--- config.mk ---
export PLATFORM = sky130hd
export DESIGN_NAME = call_stack_p_flat
export DESIGN_NICKNAME = d
export VERILOG_FILES = /design/src/rtl/call_stack_p_if.sv /design/src/rtl/call_stack_p.sv /design/src/flat_wrapper.sv
export SDC_FILE = /design/constraint.sdc
export NUM_CORES = 1
export LEC_CHECK = 0
export ABC_AREA = 1
export CAP_MARGIN = 10
export CORE_UTILIZATION = 45
export CTS_CLUSTER_SIZE = 12
export DETAILED_ROUTE_END_ITERATION = 8
export PLACE_DENSITY_LB_ADDON = 0.2
export SETUP_SLACK_MARGIN = 0.5
export SYNTH_ARGS = -nofsm -noshare
export SYNTH_HDL_FRONTEND = slang
export SYNTH_SLANG_ARGS = --single-unit
export TNS_END_PERCENT = 20
--- constraint.sdc ---
create_clock -name clk -period 7.3 [get_ports clk]
set_input_delay 1.46 -clock clk [delete_from_list [all_inputs] [get_ports clk]]
set_output_delay 1.46 -clock clk [all_outputs]
set_load 0.02 [all_outputs]
--- src/rtl/call_stack_p_if.sv ---
// rtl/call_stack_p_if.sv - control/data bundle for the parametrised return-address stack
interface call_stack_p_if #(
    parameter int WIDTH = 32,
    parameter int DEPTH = 16
);
    localparam int CW = $clog2(DEPTH + 1);

    logic             en;
    logic             push;
    logic             pop;
    logic             flush;
    logic             clr_err;
    logic [WIDTH-1:0] data_in;
    logic [WIDTH-1:0] data_out;
    logic [CW-1:0]    count;
    logic             empty;
    logic             full;
    logic             overflow;
    logic             underflow;

    modport master (
        output en, push, pop, flush, clr_err, data_in,
        input  data_out, count, empty, full, overflow, underflow
    );

    modport slave (
        input  en, push, pop, flush, clr_err, data_in,
        output data_out, count, empty, full, overflow, underflow
    );
endinterface

--- src/rtl/call_stack_p.sv ---
// rtl/call_stack_p.sv - parametrised return-address stack with registered top-of-stack
module call_stack_p #(
    parameter int WIDTH     = 32,
    parameter int DEPTH     = 16,
    parameter int WRAP_MODE = 1
) (
    input  logic          clk,
    input  logic          rst_n,
    call_stack_p_if.slave bus
);
    localparam int PW = $clog2(DEPTH);
    localparam int CW = $clog2(DEPTH + 1);
    localparam logic [CW-1:0] CNT_FULL = CW'(DEPTH);

    logic [WIDTH-1:0] mem [DEPTH];
    logic [PW-1:0]    wp, wp_n, wp_dec;
    logic [CW-1:0]    cnt, cnt_n;
    logic [WIDTH-1:0] tos, tos_n;
    logic             ovf, udf;
    logic             ovf_ev, udf_ev;
    logic             wr_en;
    logic             is_empty, is_full;
    logic             do_rep, do_push, do_pop;

    assign wp_dec   = wp - PW'(1);
    assign is_empty = (cnt == '0);
    assign is_full  = (cnt == CNT_FULL);
    assign do_rep   = bus.en & bus.push & bus.pop;
    assign do_push  = bus.en & bus.push & ~bus.pop;
    assign do_pop   = bus.en & bus.pop & ~bus.push;

    always_comb begin
        wp_n   = wp;
        cnt_n  = cnt;
        tos_n  = tos;
        wr_en  = 1'b0;
        ovf_ev = 1'b0;
        udf_ev = 1'b0;
        if (bus.flush) begin
            cnt_n = '0;
            tos_n = '0;
        end else if (do_rep) begin
            tos_n = bus.data_in;
            if (is_empty) begin
                cnt_n = CW'(1);
            end
        end else if (do_push) begin
            if (is_full && (WRAP_MODE == 0)) begin
                ovf_ev = 1'b1;
            end else begin
                tos_n = bus.data_in;
                // An empty stack has no meaningful tos to spill into the array
                if (!is_empty) begin
                    wr_en = 1'b1;
                    wp_n  = wp + PW'(1);
                end
                if (is_full) begin
                    ovf_ev = 1'b1;
                end else begin
                    cnt_n = cnt + CW'(1);
                end
            end
        end else if (do_pop) begin
            if (is_empty) begin
                udf_ev = 1'b1;
            end else if (cnt == CW'(1)) begin
                cnt_n = '0;
                tos_n = '0;
            end else begin
                wp_n  = wp_dec;
                tos_n = mem[wp_dec];
                cnt_n = cnt - CW'(1);
            end
        end
    end

    always_ff @(posedge clk or negedge rst_n) begin
        if (!rst_n) begin
            wp  <= '0;
            cnt <= '0;
            tos <= '0;
            ovf <= 1'b0;
            udf <= 1'b0;
        end else begin
            wp  <= wp_n;
            cnt <= cnt_n;
            tos <= tos_n;
            // A new error event outranks a coincident clear
            ovf <= (ovf & ~bus.clr_err) | ovf_ev;
            udf <= (udf & ~bus.clr_err) | udf_ev;
        end
    end

    always_ff @(posedge clk) begin
        if (wr_en) begin
            mem[wp] <= tos;
        end
    end

    assign bus.data_out  = tos;
    assign bus.count     = cnt;
    assign bus.empty     = is_empty;
    assign bus.full      = is_full;
    assign bus.overflow  = ovf;
    assign bus.underflow = udf;
endmodule

--- src/flat_wrapper.sv ---
// flat-port wrapper written by rule: the top's interface ports become plain ports
module call_stack_p_flat 
#(
    parameter int WIDTH     = 32,
    parameter int DEPTH     = 16,
    parameter int WRAP_MODE = 1
)
  (clk, rst_n, bus_en, bus_push, bus_pop, bus_flush, bus_clr_err, bus_data_in, bus_data_out, bus_count, bus_empty, bus_full, bus_overflow, bus_underflow);
  call_stack_p_if #(.WIDTH(WIDTH), .DEPTH(DEPTH)) bus_i ();
  input  logic clk;
  input  logic rst_n;
  input wire logic [$bits(bus_i.en)-1:0] bus_en;
  input wire logic [$bits(bus_i.push)-1:0] bus_push;
  input wire logic [$bits(bus_i.pop)-1:0] bus_pop;
  input wire logic [$bits(bus_i.flush)-1:0] bus_flush;
  input wire logic [$bits(bus_i.clr_err)-1:0] bus_clr_err;
  input wire logic [$bits(bus_i.data_in)-1:0] bus_data_in;
  output wire logic [$bits(bus_i.data_out)-1:0] bus_data_out;
  output wire logic [$bits(bus_i.count)-1:0] bus_count;
  output wire logic [$bits(bus_i.empty)-1:0] bus_empty;
  output wire logic [$bits(bus_i.full)-1:0] bus_full;
  output wire logic [$bits(bus_i.overflow)-1:0] bus_overflow;
  output wire logic [$bits(bus_i.underflow)-1:0] bus_underflow;
  assign bus_i.en = bus_en;
  assign bus_i.push = bus_push;
  assign bus_i.pop = bus_pop;
  assign bus_i.flush = bus_flush;
  assign bus_i.clr_err = bus_clr_err;
  assign bus_i.data_in = bus_data_in;
  assign bus_data_out = bus_i.data_out;
  assign bus_count = bus_i.count;
  assign bus_empty = bus_i.empty;
  assign bus_full = bus_i.full;
  assign bus_overflow = bus_i.overflow;
  assign bus_underflow = bus_i.underflow;
  call_stack_p #(.WIDTH(WIDTH), .DEPTH(DEPTH), .WRAP_MODE(WRAP_MODE)) u_core (.clk(clk), .rst_n(rst_n), .bus(bus_i));
endmodule
---- Word level (Yosys, flattened, before mapping) ----
Memory sizes are Yosys's and may differ from the RTL's.
Index checks and enable logic that the tools add are counted.
word-level totals
  memories ................................ 1
  output and inout port bits .............. 41
  bits in writable memories ............... 512
  register bits after elaboration ......... 43
  input port bits ......................... 39
  word-level logic and storage cells ...... 72
operators by class
  reduce and logical (&&, ||, !) cells .... 6
  equal/unequal tests ..................... 8
  bitwise operators ....................... 14
  muxes and demuxes ....................... 34
  add/sub/neg operators ................... 4
memory list
  name        depth  bits a word  read ports  clocked after Yosys merged registers in  write ports  RTL line            RTL
  u_core.mem  16     32           1           0                                        1            call_stack_p.sv:15  logic [WIDTH-1:0] mem [DEPTH];
operators with widths
  operator                                           number
  2-to-1 mux 32 bit                                  6
  2-to-1 mux 5 bit                                   8
  2-to-1 mux 4 bit                                   5
  2-to-1 mux 1 bit                                   15
  bitwise AND 1 bit                                  7
  AND reduction 6 bit                                1
  adder 5 x 1 -> 5 bit (second input constant)       1
  == test 5 x 1 -> 1 bit (second input constant)     1
  == test 5 bit (second input constant)              1
  zero test 5 bit                                    1
  inverter 1 bit                                     5
  subtractor 5 x 1 -> 5 bit (second input constant)  1
  adder 4 x 1 -> 4 bit (second input constant)       1
  != test 2 bit (second input constant)              2
  != test 4 x 2 -> 1 bit (second input constant)     1
  != test 4 x 3 -> 1 bit (second input constant)     1
  AND reduction 4 bit                                1
  nonzero test 4 bit                                 1
  subtractor 4 x 1 -> 4 bit (second input constant)  1
  != test 3 bit (second input constant)              1
  != test 2 x 1 -> 1 bit (second input constant)     1
  OR 1 bit                                           2
  AND reduction 2 bit                                1
  nonzero test 2 bit                                 1

---- Longest topological paths before layout ----
An unclocked memory read counts as a cell.
  depth in word-level cells ............... 8
  depth in mapped cells ................... 16
  depth with buffers taken out ............ 12

---- Worst setup path after synthesis ----
Ideal clock, no wire load.
  path type ............................... input to register
  start point ............................. input bus_en
  end point ............................... memory u_core.mem[0][0] (enable)
  stages .................................. 8
  path slack .............................. 3.359 ns
  arrival time ............................ 3.520 ns
  buffers on the path ..................... 0
  library setup time ...................... 0.421 ns
  data required time ...................... 6.879 ns
  cell sequence ........................... nand2_4 nor2_8 inv_2 nor2_2 inv_2 nor2_2 nand2_1 nor2_1
on the way
  word-level cells in the longest chain between the ends .. 7
  elaborated cells on any way between the ends .. 8
ends and longest elaborated chain
  what                                      RTL line                                RTL
  start, declared                           flat_wrapper.sv:12                      input wire logic [$bits(bus_i.en)-1:0] bus_en;
  bitwise AND 1 bit *                       call_stack_p.sv:28, call_stack_p.sv:29
  bitwise AND 1 bit                         call_stack_p.sv:29                      assign do_push = bus.en & bus.push & ~bus.pop;
  2-to-1 mux 1 bit                          call_stack_p.sv:47                      end else if (do_push) begin
  2-to-1 mux 1 bit *                        call_stack_p.sv:42                      end else if (do_rep) begin
  2-to-1 mux 1 bit *                        call_stack_p.sv:39                      if (bus.flush) begin
  2-to-1 mux 1 bit *                        call_stack_p.sv:95                      if (wr_en) begin
  2-to-1 mux 1 bit (implied by the code) *  call_stack_p.sv:96                      mem[wp] <= tos;
  end, declared                             call_stack_p.sv:15
Mark *: on every way between the ends. The rest lies on a longest branch, timed or not.

---- Final worst setup path ----
  start point ............................. register u_core.wp[0]
  end point ............................... register u_core.tos[26] (netlist: u_core.bus.data_out[26])
on the way
  word-level cells in the longest chain between the ends .. 8
ends and longest elaborated chain
  what                       RTL line            RTL
  start, declared            call_stack_p.sv:16  logic [PW-1:0] wp, wp_n, wp_dec;
  start signal, assigned     call_stack_p.sv:85  wp <= wp_n;
  subtractor 4 x 1 -> 4 bit  call_stack_p.sv:25  assign wp_dec = wp - PW'(1);
  memory read (16 x 32 bit)  -
  2-to-1 mux 32 bit          call_stack_p.sv:66  end else if (cnt == CW'(1)) begin
  2-to-1 mux 32 bit          call_stack_p.sv:64  if (is_empty) begin
  2-to-1 mux 32 bit          call_stack_p.sv:63  end else if (do_pop) begin
  2-to-1 mux 32 bit          call_stack_p.sv:47
  2-to-1 mux 32 bit          call_stack_p.sv:42
  2-to-1 mux 32 bit          call_stack_p.sv:39
  end signal, assigned       call_stack_p.sv:87  tos <= tos_n;
  end, declared              call_stack_p.sv:18  logic [WIDTH-1:0] tos, tos_n;
Every way passes these cells. The select of a mux whose other input is x is not followed.
A chain may end at the register's enable or synchronous reset.

==> metrics.md <==
| Metric | Value |
|---|---|
| Top cell type's share of synthesized area | `about 67%` |
| Number of cell rows | `82` |
| Number of nets in the layout | `roughly 2100` |
| TritonCTS clock tree | `yes` |
| First-pass GRT wire length | `between 80000 and 90000 um` |
| Placed instance area | `0.0242 mm^2` |
| Most area-consuming cells after synthesis | `sky130_fd_sc_hd__edfxtp_1, sky130_fd_sc_hd__nand2_1, sky130_fd_sc_hd__nand3_1, sky130_fd_sc_hd__dfrtp_1, sky130_fd_sc_hd__nand3_2` |
| Final estimated routing congestion in global placement | `0.818` |
| Result of the run | `finished, final reports clean` |
| EDFF count, synth | `512` |
| Met1 routing resource usage after global routing | `30.5%` |
| Post-cts sizing count | `0` |
| Placed wire-length estimate after detailed placement | `30200 um` |
| Transition time at the pin with the least slew margin | `1240 ps` |
| Global routing met3 resource utilization | `between 3 and 4%` |
| Post-CTS setup buffers | `0` |
| Type of destination of the critical path | `flip-flop` |
| Setup total negative slack | `0 ps` |
| Maximum net fanout on the critical path | `between 100 and 150` |
| Most common library cells after synthesis | `sky130_fd_sc_hd__nand2_1, sky130_fd_sc_hd__edfxtp_1, sky130_fd_sc_hd__nand3_1, sky130_fd_sc_hd__buf_2, sky130_fd_sc_hd__dfrtp_1` |
| Destination of the worst register-to-register timing path | `u_core.bus.data_out[26]$_DFFE_PN0P_` |
| Final ANT Viol Nets | `0` |
| Vias in the first global route | `14300` |
| Number of vias in the routed layout | `14782` |
| Yosys warning total | `0` |
| Wirelength, routed | `58000 um` |
| Top Usage Layer GRT | `met2` |
| Cell type with the highest occurrence count on the critical path | `sky130_fd_sc_hd__nand3_1` |
| Buffers and inverters on the worst path | `3` |
| Worst hold slack | `between 500 and 600 ps` |
| Max-slew violation count | `0` |
| Clock latency reported for the late side of the worst-skew pair | `610 ps` |
| Net count after synthesis | `2014` |
| Number of clock sinks | `roughly 560` |
| Proportion of synthesized flip-flops having asynchronous set or reset | `7.75%` |
| Clk Tree Root Cell | `sky130_fd_sc_hd__clkbuf_16` |
| Count of state elements after synthesis | `555` |
| Final worst slack | `3040 ps` |
| Antenna violations before repair | `0` |
| Worst-path cell with the longest stage delay | `sky130_fd_sc_hd__ha_4` |
| Number of buffers on the longest clock path | `3` |
| Worst clock skew on the final layout | `approximately 21 ps` |
| Max Clk Rate | `235 MHz` |
| DRC Markers | `0` |
| Number of standard cells in the layout, taps in and fillers out | `2724` |
| Unrepaired setup endpoints after global routing | `no` |
| Levels on crit path | `11` |
| Library cell with the largest summed area after synthesis | `sky130_fd_sc_hd__edfxtp_1` |
| H-tree depth | `2` |
| Setup Viol. Count Final | `0` |
| Prevailing post-synth register cell | `sky130_fd_sc_hd__edfxtp_1` |
| I/O pins | `80` |
| Max-capacitance violation count | `0` |
| Most common cell in the netlist | `sky130_fd_sc_hd__nand2_1` |
| Capture point of the worst path | `u_core.bus.data_out[26]$_DFFE_PN0P_` |
| Overflow after GRT | `0` |
| Required arrival time at the worst endpoint | `7840 ps` |
| DR vias/cell | `5.43` |
| Cell total after placement | `between 2000 and 3000` |
| Starting Density | `45.7%` |
| Clk pin slew, worst setup/hold paths | `60 ps` |
| M2 GR Usage | `36.8%` |
| Horizontal die dimension | `228 um` |
| Series of cell instances along the critical path | `inv_8 -> ha_4 -> inv_4 -> buf_4 -> nand3_1 -> nand3_1 -> nand3_1 -> nand3_1 -> nand2_1 -> nand2_1 -> nand2_1` |
| Cell area power density | `445 mW/mm^2` |
| Min Clock Period, post-route | `4260 ps` |
| Post-placement worst setup slack | `2750 ps` |
| Post-Layout Inst Area | `0.0260 mm^2` |
| Worst hold path depth | `2` |
| Critical path's top delay family | `buffers and inverters` |
| Leak Pwr | `around 9.5 nW` |
| Period Utilization, post-route | `58.4%` |
| Rel. slew slack | `roughly 17%` |
| Final hold vios | `0` |
| Cell count after synthesis | `1967` |
| Class of the most critical hold timing path | `flip-flop to flip-flop` |
| Synthesized area | `0.0230 mm^2` |
| First drt pass iteration count | `5` |
| Arrival time of data at the critical path endpoint | `4800 ps` |
| Distinct cell type count after synthesis | `32` |
| Mean area per synthesized cell | `11.7 um^2` |
| Worst reg-to-reg setup slack | `3040 ps` |
| Area inside the core boundary | `between 0.05 and 0.06 mm^2` |
| Port Buffer Count | `79` |
| Clock buffer count from CTS | `57` |
| Number of cells on the worst reg-to-reg path | `11` |
| Die extent in y | `228 um` |
| Maximum VDD drop | `0.378 mV` |
| Number of DRC violations after detailed-routing iteration 0 | `1568` |
| Number of antenna repair diodes | `0` |
| Worst flop-to-flop path startpoint | `u_core.wp[0]$_DFFE_PN0P_` |
| Crit. Startpoint | `u_core.wp[0]$_DFFE_PN0P_` |
| Total Routing Usage GR | `between 20 and 25%` |
| Wirelength per Cell | `approximately 21 um` |
| Proportion of layout cells with a drive suffix above 1 | `7.89%` |
| DIE AREA | `approximately 0.052 mm^2` |
| Sequential area share after synthesis | `between 70% and 80%` |
| Post-CTS Hold Fix Bufs | `0` |
| Delay contributed by the slowest stage of the critical path | `1020 ps` |
| Kind of start point of the critical path | `flip-flop` |
| Maximum number of pins on one net before global-route repair | `207` |
| Type of the setup path with the least slack | `flip-flop to flip-flop` |
| Area overhead of the layout relative to synthesis | `12.9%` |
## worst register-to-register path: stages, from the launching register on
cell and delay (ps):
sky130_fd_sc_hd__dfrtp_4 850, sky130_fd_sc_hd__inv_8 450, sky130_fd_sc_hd__ha_4 1060, sky130_fd_sc_hd__inv_4 490, sky130_fd_sc_hd__buf_4 480, sky130_fd_sc_hd__nand3_1 190, sky130_fd_sc_hd__nand3_1 80, sky130_fd_sc_hd__nand3_1 220
sky130_fd_sc_hd__nand3_1 140, sky130_fd_sc_hd__nand2_1 90, sky130_fd_sc_hd__nand2_1 50, sky130_fd_sc_hd__nand2_1 80
## metrics by stage
step	utilization [%]	total power (W)
5_1_grt	51.6	0.0122
3_5_place_dp	48.0	0.00891
3_3_place_gp	48.0	0.00887
4_1_cts	51.5	0.0117
6_report	51.6	0.0116
2_1_floorplan	-	0.00744
## final cells by class
| type | count | area (um^2) |
|---|---|---|
| fill | 4372 | 24400 |
| sequential | 555 | 16500 |
| multi-input combinational | 1271 | 5900 |
| clock buffer | 95 | 1660 |
| timing repair buffer | 93 | 936 |
| tap | 672 | 841 |
| inverter | 25 | 109 |
| clock inverter | 13 | 97.6 |
## power breakdown
part           internal, W  switching (W)  total, W
combinational      0.00127        0.00293   0.00420
clock              0.00158        0.00118   0.00276
sequential         0.00402       0.000594   0.00461
total              0.00687        0.00470    0.0116
## placed cells by master, fill, tap and decap left out, types with 15 or more instances in the layout
cell type / n
sky130_fd_sc_hd__clkbuf_1: 31
sky130_fd_sc_hd__clkbuf_16: 59
sky130_fd_sc_hd__nand3_1: 461
sky130_fd_sc_hd__dfrtp_1: 42
sky130_fd_sc_hd__nand3_2: 31
sky130_fd_sc_hd__nor2_4: 17
sky130_fd_sc_hd__inv_1: 15
sky130_fd_sc_hd__clkdlybuf4s50_1: 78
sky130_fd_sc_hd__edfxtp_1: 512
sky130_fd_sc_hd__nand2_1: 699
## sequential cells by signal, summed over array words and instances, names as in the netlist
| signal | count |
|---|---|
| u_core.mem | 512 |
| u_core.bus.data_out | 32 |
| u_core.bus.count | 5 |
| u_core.wp | 4 |
| u_core.bus.overflow | 1 |
| u_core.bus.underflow | 1 |
## per-layer routing
layer  wire [um]  part of all wire [%]
met2       28000                    48
met5           0                     0
met4        1640                   2.8
met3        3390                   5.8
met1       24900                    43
## cells by family (layout without fill, tap and decap cells)
kind of cell | after synthesis | after routing | synth area share (%)
compound gates | 24 | 24 | 0.630
xor+xnor | 4 | 4 | 0.152
fa+ha+maj | 8 | 8 | 0.435
buf+inv | 141 | 226 | 3.56
flops | 555 | 555 | 71.4
simple gates | 1235 | 1235 | 23.8
## worst min-delay path by stage
| stage | to | start |
|---|---|---|
| after CTS | u_core.bus.underflow$_DFF_PN0_ | u_core.bus.underflow$_DFF_PN0_ |
| after floorplan | u_core.wp[1]$_DFFE_PN0P_ | u_core.wp[1]$_DFFE_PN0P_ |
| final | u_core.bus.underflow$_DFF_PN0_ | u_core.bus.underflow$_DFF_PN0_ |
| after detailed placement | u_core.bus.underflow$_DFF_PN0_ | u_core.bus.underflow$_DFF_PN0_ |
| after global routing | u_core.bus.underflow$_DFF_PN0_ | u_core.bus.underflow$_DFF_PN0_ |
| after global placement | u_core.bus.underflow$_DFF_PN0_ | u_core.bus.underflow$_DFF_PN0_ |
Note: power is estimated with default switching activity, not from simulation.
